===== src/rtl/wb_drain_pkg.sv =====
// wb_drain_pkg: shared types and constants for the write-buffer drain controller.
package wb_drain_pkg;

  localparam int FIFO_W = 32;
  localparam logic [1:0] WORD_ALIGN_MASK = 2'b11;

  typedef enum logic [2:0] {
    IDLE,
    POP_A,
    CAP_A,
    POP_D,
    CAP_D,
    REQ
  } state_t;

  function automatic logic is_misaligned(input logic [1:0] addr_lsb);
    return (addr_lsb & WORD_ALIGN_MASK) != 2'b00;
  endfunction

endpackage


===== src/rtl/wb_drain_sat_counter.sv =====
// wb_sat_counter: W-bit up-counter that sticks at all-ones; clear wins over inc.
module wb_sat_counter #(
  parameter int W = 16
) (
  input  logic         Clk,
  input  logic         Rst,
  input  logic         inc,
  input  logic         clear,
  output logic [W-1:0] count
);

  logic [W-1:0] count_q, count_d;

  // Next count: clear, saturating increment, or hold.
  always_comb begin
    count_d = count_q;
    if (clear) begin
      count_d = '0;
    end else if (inc && (count_q != {W{1'b1}})) begin
      count_d = count_q + W'(1);
    end
  end

  // Count register with synchronous reset.
  always_ff @(posedge Clk) begin
    if (Rst) count_q <= '0;
    else     count_q <= count_d;
  end

  assign count = count_q;

endmodule


===== src/rtl/wb_drain.sv =====
// wb_drain: pops address/data pairs from the write FIFO and issues single-word
// memory writes over a valid/ready handshake. Misaligned addresses are dropped.
// Build option: define WB_DRAIN_COUNT_EN to implement drained_count; otherwise
// it is tied to zero.
//
// state | meaning
// IDLE  | waiting for the FIFO to hold an entry
// POP_A | pop strobe for the address word
// CAP_A | address word on fifo_data, captured
// POP_D | pop strobe for the data word (waits here while FIFO is empty)
// CAP_D | data word captured, alignment checked
// REQ   | mem_req held until mem_ready
module wb_drain
  import wb_drain_pkg::*;
#(
  parameter int ADDR_W = 32,
  parameter int DATA_W = 32,
  parameter int CNT_W  = 16
) (
  input  logic              Clk,
  input  logic              Rst,
  input  logic              fifo_empty,
  input  logic [FIFO_W-1:0] fifo_data,
  output logic              fifo_rd,
  output logic              fifo_en,
  output logic              mem_req,
  output logic [ADDR_W-1:0] mem_addr,
  output logic [DATA_W-1:0] mem_wdata,
  input  logic              mem_ready,
  input  logic              flush,
  output logic              flush_done,
  output logic              busy,
  output logic              err_misalign,
  output logic [CNT_W-1:0]  drained_count
);

  state_t            state_q, state_d;
  logic [ADDR_W-1:0] addr_q, addr_d;
  logic [DATA_W-1:0] wdata_q, wdata_d;
  logic              mem_req_q, mem_req_d;
  logic              busy_q, busy_d;
  logic              err_q, err_d;

  // Next state, capture registers, and outputs registered to line up with the new state.
  always_comb begin
    state_d = state_q;
    addr_d  = addr_q;
    wdata_d = wdata_q;
    case (state_q)
      IDLE:  if (!fifo_empty) state_d = POP_A;
      POP_A: state_d = CAP_A;
      CAP_A: begin
        addr_d  = fifo_data[ADDR_W-1:0];
        state_d = POP_D;
      end
      POP_D: if (!fifo_empty) state_d = CAP_D;
      CAP_D: begin
        wdata_d = fifo_data[DATA_W-1:0];
        state_d = is_misaligned(addr_q[1:0]) ? IDLE : REQ;
      end
      REQ:   if (mem_ready) state_d = IDLE;
      default: state_d = IDLE;
    endcase
    mem_req_d = (state_d == REQ);
    busy_d    = (state_d != IDLE);
    // addr_q is already stable on the POP_D->CAP_D step, so the pulse lands in CAP_D.
    err_d     = (state_d == CAP_D) && is_misaligned(addr_q[1:0]);
  end

  // State and output registers; reset discards any captured, unissued pair.
  always_ff @(posedge Clk) begin
    if (Rst) begin
      state_q   <= IDLE;
      addr_q    <= '0;
      wdata_q   <= '0;
      mem_req_q <= 1'b0;
      busy_q    <= 1'b0;
      err_q     <= 1'b0;
    end else begin
      state_q   <= state_d;
      addr_q    <= addr_d;
      wdata_q   <= wdata_d;
      mem_req_q <= mem_req_d;
      busy_q    <= busy_d;
      err_q     <= err_d;
    end
  end

  // The pop strobe must see the live empty flag so a split pair never over-reads.
  assign fifo_rd      = !Rst && ((state_q == POP_A) || (state_q == POP_D)) && !fifo_empty;
  assign fifo_en      = 1'b1;
  assign mem_req      = mem_req_q;
  assign mem_addr     = addr_q;
  assign mem_wdata    = wdata_q;
  assign busy         = busy_q;
  assign err_misalign = err_q;
  assign flush_done   = !Rst && flush && fifo_empty && (state_q == IDLE);

`ifdef WB_DRAIN_COUNT_EN
  logic xfer;
  assign xfer = mem_req_q && mem_ready;

  wb_sat_counter #(.W(CNT_W)) u_drained_cnt (
    .Clk   (Clk),
    .Rst   (Rst),
    .inc   (xfer),
    .clear (1'b0),
    .count (drained_count)
  );
`else
  assign drained_count = '0;
`endif

endmodule


===== config.mk =====
export PLATFORM = sky130hd
export DESIGN_NAME = wb_drain
export DESIGN_NICKNAME = d
export VERILOG_FILES = /design/src/rtl/wb_drain_pkg.sv /design/src/rtl/wb_drain_sat_counter.sv /design/src/rtl/wb_drain.sv
export SDC_FILE = /design/constraint.sdc
export NUM_CORES = 1
export LEC_CHECK = 0
export CAP_MARGIN = 10
export CELL_PAD_IN_SITES_DETAIL_PLACEMENT = 0
export CELL_PAD_IN_SITES_GLOBAL_PLACEMENT = 1
export CORE_MARGIN = 2
export CORE_UTILIZATION = 29
export DETAILED_ROUTE_END_ITERATION = 12
export HOLD_SLACK_MARGIN = 0.12
export PLACE_DENSITY_LB_ADDON = 0.1
export SETUP_SLACK_MARGIN = 0.1
export SLEW_MARGIN = 40
export SYNTH_ARGS = -nofsm -noshare
export SYNTH_HDL_FRONTEND = slang
export SYNTH_SLANG_ARGS = --single-unit

===== constraint.sdc =====
create_clock -name Clk -period 1.5 [get_ports Clk]
set_input_delay 0.225 -clock Clk [delete_from_list [all_inputs] [get_ports Clk]]
set_output_delay 0.225 -clock Clk [all_outputs]
set_load 0.02 [all_outputs]

# Word level (Yosys, flattened, before mapping)
# Index checks and enable logic that the tools add are counted.
classes:
  n_mux: 5
  reduce_logical: 12
  eq_ne: 7
op_table:
  columns: ["operator", "count"]
  rows:
  - ["$pmux 3 s6", 1]
  - ["$eq 3x3->1 const B", 4]
  - ["$mux 3", 4]
  - ["$eq 3x2->1 const B", 2]
  - ["$logic_and 1x1->1", 6]
  - ["$eq 3x1->1 const B", 1]
  - ["$logic_not 3->1", 1]
  - ["$reduce_bool 3->1", 1]
  - ["$logic_not 1->1", 2]
  - ["$reduce_bool 2->1", 1]
  - ["$logic_or 1x1->1", 1]
word_totals:
  out_inout_bits: 86
  reg_bits: 70
  inputBits: 37
  word_cells: 30

# Depth between registers and ports, before layout
logic_depth:
  word_depth: 5
  depth_mapped: 6
  ltp_nobuf: 3

# Worst setup path before layout
# No wires, ideal clock.
synth_timing:
  path_type: "reg-to-reg"
  start: "reg state_q[2]"
  end: "reg err_q, in the netlist err_misalign"
  required_time_ns: 1.438
  path_slack_ns: 0.016
  stages_incl_launch_ff: 4
  synth_period_minus_slack_ns: 1.484
  arrival_time_ns: 1.422
  path_buffers: 0
  setup_ns: 0.062
  path_cell_list: "dfxtp_1 > or2_1 > nor3b_1 > and3b_1"
synth_between:
  elab_chain_len: 4
  word_cells_on_any_way: 12
  classes_between: "6 x eq/ne; 4 x mux; 2 x reduce/logical"
synth_rtl:
  columns: ["element", "line", "text"]
  rows:
  - ["from (decl)", "wb_drain.sv:37", "state_t state_q, state_d;"]
  - ["from (signal assigned)", "wb_drain.sv:80", "state_q <= state_d;"]
  - ["$eq 3x3->1 (tied with other cells)", "wb_drain.sv:49", "case (state_q)"]
  - ["$pmux 3 s6 (*)", "wb_drain.sv:49", null]
  - ["$eq 3x3->1 (*)", "wb_drain.sv:67", "err_d = (state_d == CAP_D) && is_misaligned(addr_q[1:0]);"]
  - ["$logic_and 1x1->1 (*)", "wb_drain.sv:67", null]
  - ["to (signal assigned)", "wb_drain.sv:85", "err_q <= err_d;"]
  - ["to (decl)", "wb_drain.sv:42", "logic err_q, err_d;"]
# Every way passes the cells marked *; elsewhere a longest branch is shown, timed or not.
# A chain may end at the register's enable or synchronous reset.

# Final worst setup path
layout_timing:
  start: "reg state_q[2]"
  end: "out fifo_rd"
layout_between:
  elab_chain_len: 4
  word_cells_on_any_way: 5
  classes_between: "2 x eq/ne; 3 x reduce/logical"
layout_rtl:
  columns: ["element", "line", "text"]
  rows:
  - ["$eq 3x1->1 or $eq 3x2->1 (tied branches)", "wb_drain.sv:90", "assign fifo_rd = !Rst && ((state_q == POP_A) || (state_q == POP_D)) && !fifo_empty;"]
  - ["$logic_or 1x1->1 (*)", "wb_drain.sv:90", null]
  - ["$logic_and 1x1->1 (*) (2 in series)", "wb_drain.sv:90", null]
  - ["to (decl)", "wb_drain.sv:24", "output logic fifo_rd,"]
# Marked as above.

==> flow_summary.json <==
{
  "drc": 0,
  "leakagePower_nw": 1.81,
  "max_freq_mhz": 678,
  "fillers": 960,
  "min_path_cells": 4,
  "cp-end-kind": "output port",
  "ys.warnings.count": 0,
  "outcome": "finished, final reports clean",
  "grt_usage_pct": 14.3,
  "synth-compound-area-share_pct": 7.15,
  "whs_ns": 0.347,
  "r2r_setup_slack_ns": 0.04,
  "hold_path.class": "in -> reg",
  "cts_buffers": 9,
  "p_seq_share_pct": 50.5,
  "min_to": "err_misalign$_SDFF_PP0_",
  "synth_area_per_cell_um2": 9.07,
  "h-tree-depth": 3,
  "synthArstFlopShare_pct": 0,
  "synth_top_family_by_area": "simple AND/OR/NAND/NOR gates",
  "drv_slew": 0,
  "crit_path_start_kind": "register",
  "fin_util_pct": 44.9,
  "antenna_left": 0,
  "initial_core_util_pct": 29.6,
  "clock_skew_ns": 0.00873,
  "cp.arrival_ns": 1.25,
  "io_pins": 123,
  "synthAdderAreaFrac_pct": 0,
  "drv_cap": 0,
  "gp_congestion": 0.771,
  "grt_pass1_wl_um": 11000,
  "placementRows": 35,
  "synth_edf_count": 0,
  "hold_viol": 0,
  "place_inst": 505,
  "synthXorXnorAreaFrac_pct": 0,
  "netSwitchingFraction_pct": 26.4,
  "die-height_um": 100,
  "portBuffers": 105,
  "synth_cell_types": 22,
  "netlist_area_um2": 2690,
  "syn_to_final_growth_pct": 51.7,
  "n_antenna_cell": 0,
  "tritoncts": "built",
  "drt_iter0_markers": 59,
  "setup_tns_ns": 0,
  "p_sw_mw": 1.02,
  "finalSetupViolations": 0,
  "crit_required_ns": 1.27,
  "post-route-min-period_ns": 1.48,
  "rsz0062_at_grt": "yes",
  "reg2reg_to": "mem_wdata[0]$_SDFFE_PP0N_",
  "viasPerCell": 4.31,
  "clockBufferDepth": 2,
  "multi_input_area_um2": 1130,
  "clk_pin_slew_worst_paths_ns": 0.07,
  "p_per_area_nw_per_um2": 945,
  "critPathKind": "reg -> out",
  "wl_per_cell_um": 13.8,
  "yosys_register_bits": 70,
  "antenna_found_initial": 0,
  "dp_hpwl_um": 4460,
  "core_area_um2": 9110,
  "nets": 450,
  "grt_pass1_vias": 2052,
  "overflow": 0,
  "ir_drop_mv": 0.517,
  "die_w_um": 100,
  "cp_max_fo": 2,
  "seq_area_um2": 1410,
  "clockRootBuffer": "clkbuf_8",
  "reg2regPathDepth": 6,
  "p_int_mw": 2.84,
  "worst_pin_slew_ns": 0.755,
  "rr_startpoint": "state_q[2]$_SDFF_PP0_",
  "p_total_mw": 3.86,
  "drt_wl_total_um": 7260,
  "min_from": "Rst",
  "insertion_delay_ns": 0.34,
  "synthCells": 297,
  "ys_seq_area_share_pct": 52.0,
  "grt_max_degree": 69,
  "clock_sinks": 70,
  "slew_headroom_pct": 49.7,
  "fin_cells": 526,
  "synth_simple_gate_area_share_pct": 18.4,
  "fin_crit_sh_pct": 98.3,
  "comb_power_share_pct": 15.3,
  "p_clk_share_pct": 34.2,
  "layout_common_cells": "dfxtp_1 (67), dlygate4sd2_1 (67), nand2_1 (63)",
  "dieArea_um2": 10100,
  "dr.pass1.iters": 4,
  "drive_gt1_share_pct": 13.0,
  "vias": 2265,
  "synthFlopType": "dfxtp_1",
  "synthMuxAreaShare_pct": 11.9
}
routing by layer:
metal	routed length (um)	GRT usage, %
met2	3450	23.0
met5	0	0
met4	101	6.32
met3	362	3.48
met1	3350	18.3
timing repair:
item / in CTS / in global routing
hold buffers: 0 / 0
pin swaps: 1 / 3
endpoints found under the setup margin: 116 / 67
gates resized for setup: 87 / 20
gates cloned: 2 / 1
setup buffers: 1 / 4
through the flow:
stage / worst slack, ns / area [um^2]
final: 0.0249 / 4090
after global routing: -0.0556 / 4090
after CTS: -0.00805 / 3960
after detailed placement: -0.231 / 3800
after global placement: -0.230 / 3800
after floorplan: 0.212 / 2760
power by group through the flow:
stage | Clock (mW) | Sequential [mW] | Combinational [mW]
floorplan | 0 | 2.06 | 0.269
global placement | 0 | 1.99 | 0.588
detailed placement | 0 | 1.99 | 0.587
CTS | 1.38 | 1.95 | 0.566
global route | 1.47 | 1.96 | 0.642
finish | 1.32 | 1.95 | 0.591
worst max-delay path by stage:
stage,startpoint,end,cells past startpoint
after global routing,state_q[2]$_SDFF_PP0_,mem_wdata[1]$_SDFFE_PP0N_,6
final,state_q[2]$_SDFF_PP0_,fifo_rd,3
after detailed placement,fifo_empty,fifo_rd,3
after floorplan,state_q[0]$_SDFF_PP0_,mem_addr[0]$_SDFFE_PP0P_,6
after CTS,state_q[2]$_SDFF_PP0_,fifo_rd,3
after global placement,fifo_empty,flush_done,4
cell usage after synthesis, types with 2 or more instances:
| master | instances | area, um^2 |
|---|---|---|
| and3b_1 | 2 | 17.5 |
| nor3_1 | 2 | 10.0 |
| nor2_1 | 37 | 139 |
| nor3b_1 | 3 | 22.5 |
| buf_6 | 7 | 78.8 |
| nand2_1 | 65 | 244 |
| buf_4 | 20 | 150 |
| nor3b_2 | 2 | 25.0 |
| clkbuf_1 | 7 | 26.3 |
| nor2b_1 | 2 | 12.5 |
| o22ai_1 | 2 | 12.5 |
| o21ai_0 | 2 | 10.0 |
| conb_1 | 2 | 7.51 |
| dfxtp_1 | 70 | 1400 |
| buf_2 | 3 | 15.0 |
| mux2i_1 | 32 | 320 |
| a21oi_1 | 34 | 170 |
sequential cells by signal, indices dropped and copies added (netlist names):
register / count
mem_addr: 32
state_q: 3
busy: 1
err_misalign: 1
mem_wdata: 32
mem_req: 1
cell families (layout without fill, tap and decap cells):
kind of cell,count (synthesis),in the layout
simple gates,117,117
flops,70,70
compound gates,38,38
buf+inv,38,141
mux,32,32
other cells,2,17
critical path, stage by stage, from the launching register on:
cell,delay [ns]
dfxtp_2,0.33
or2_4,0.23
nor3b_2,0.20
buf_4,0.17
cell type report:
| class | instances | area share (%) |
|---|---|---|
| Timing Repair Buffer | 128 | 30.6 |
| Clock inverter | 2 | 0.245 |
| Clock buffer | 11 | 3.70 |
| Tap cell | 111 | 3.40 |
| Sequential cell | 70 | 34.4 |
| Multi-Input combinational cell | 204 | 27.6 |
No activity file was read; power rests on OpenSTA's default activity.
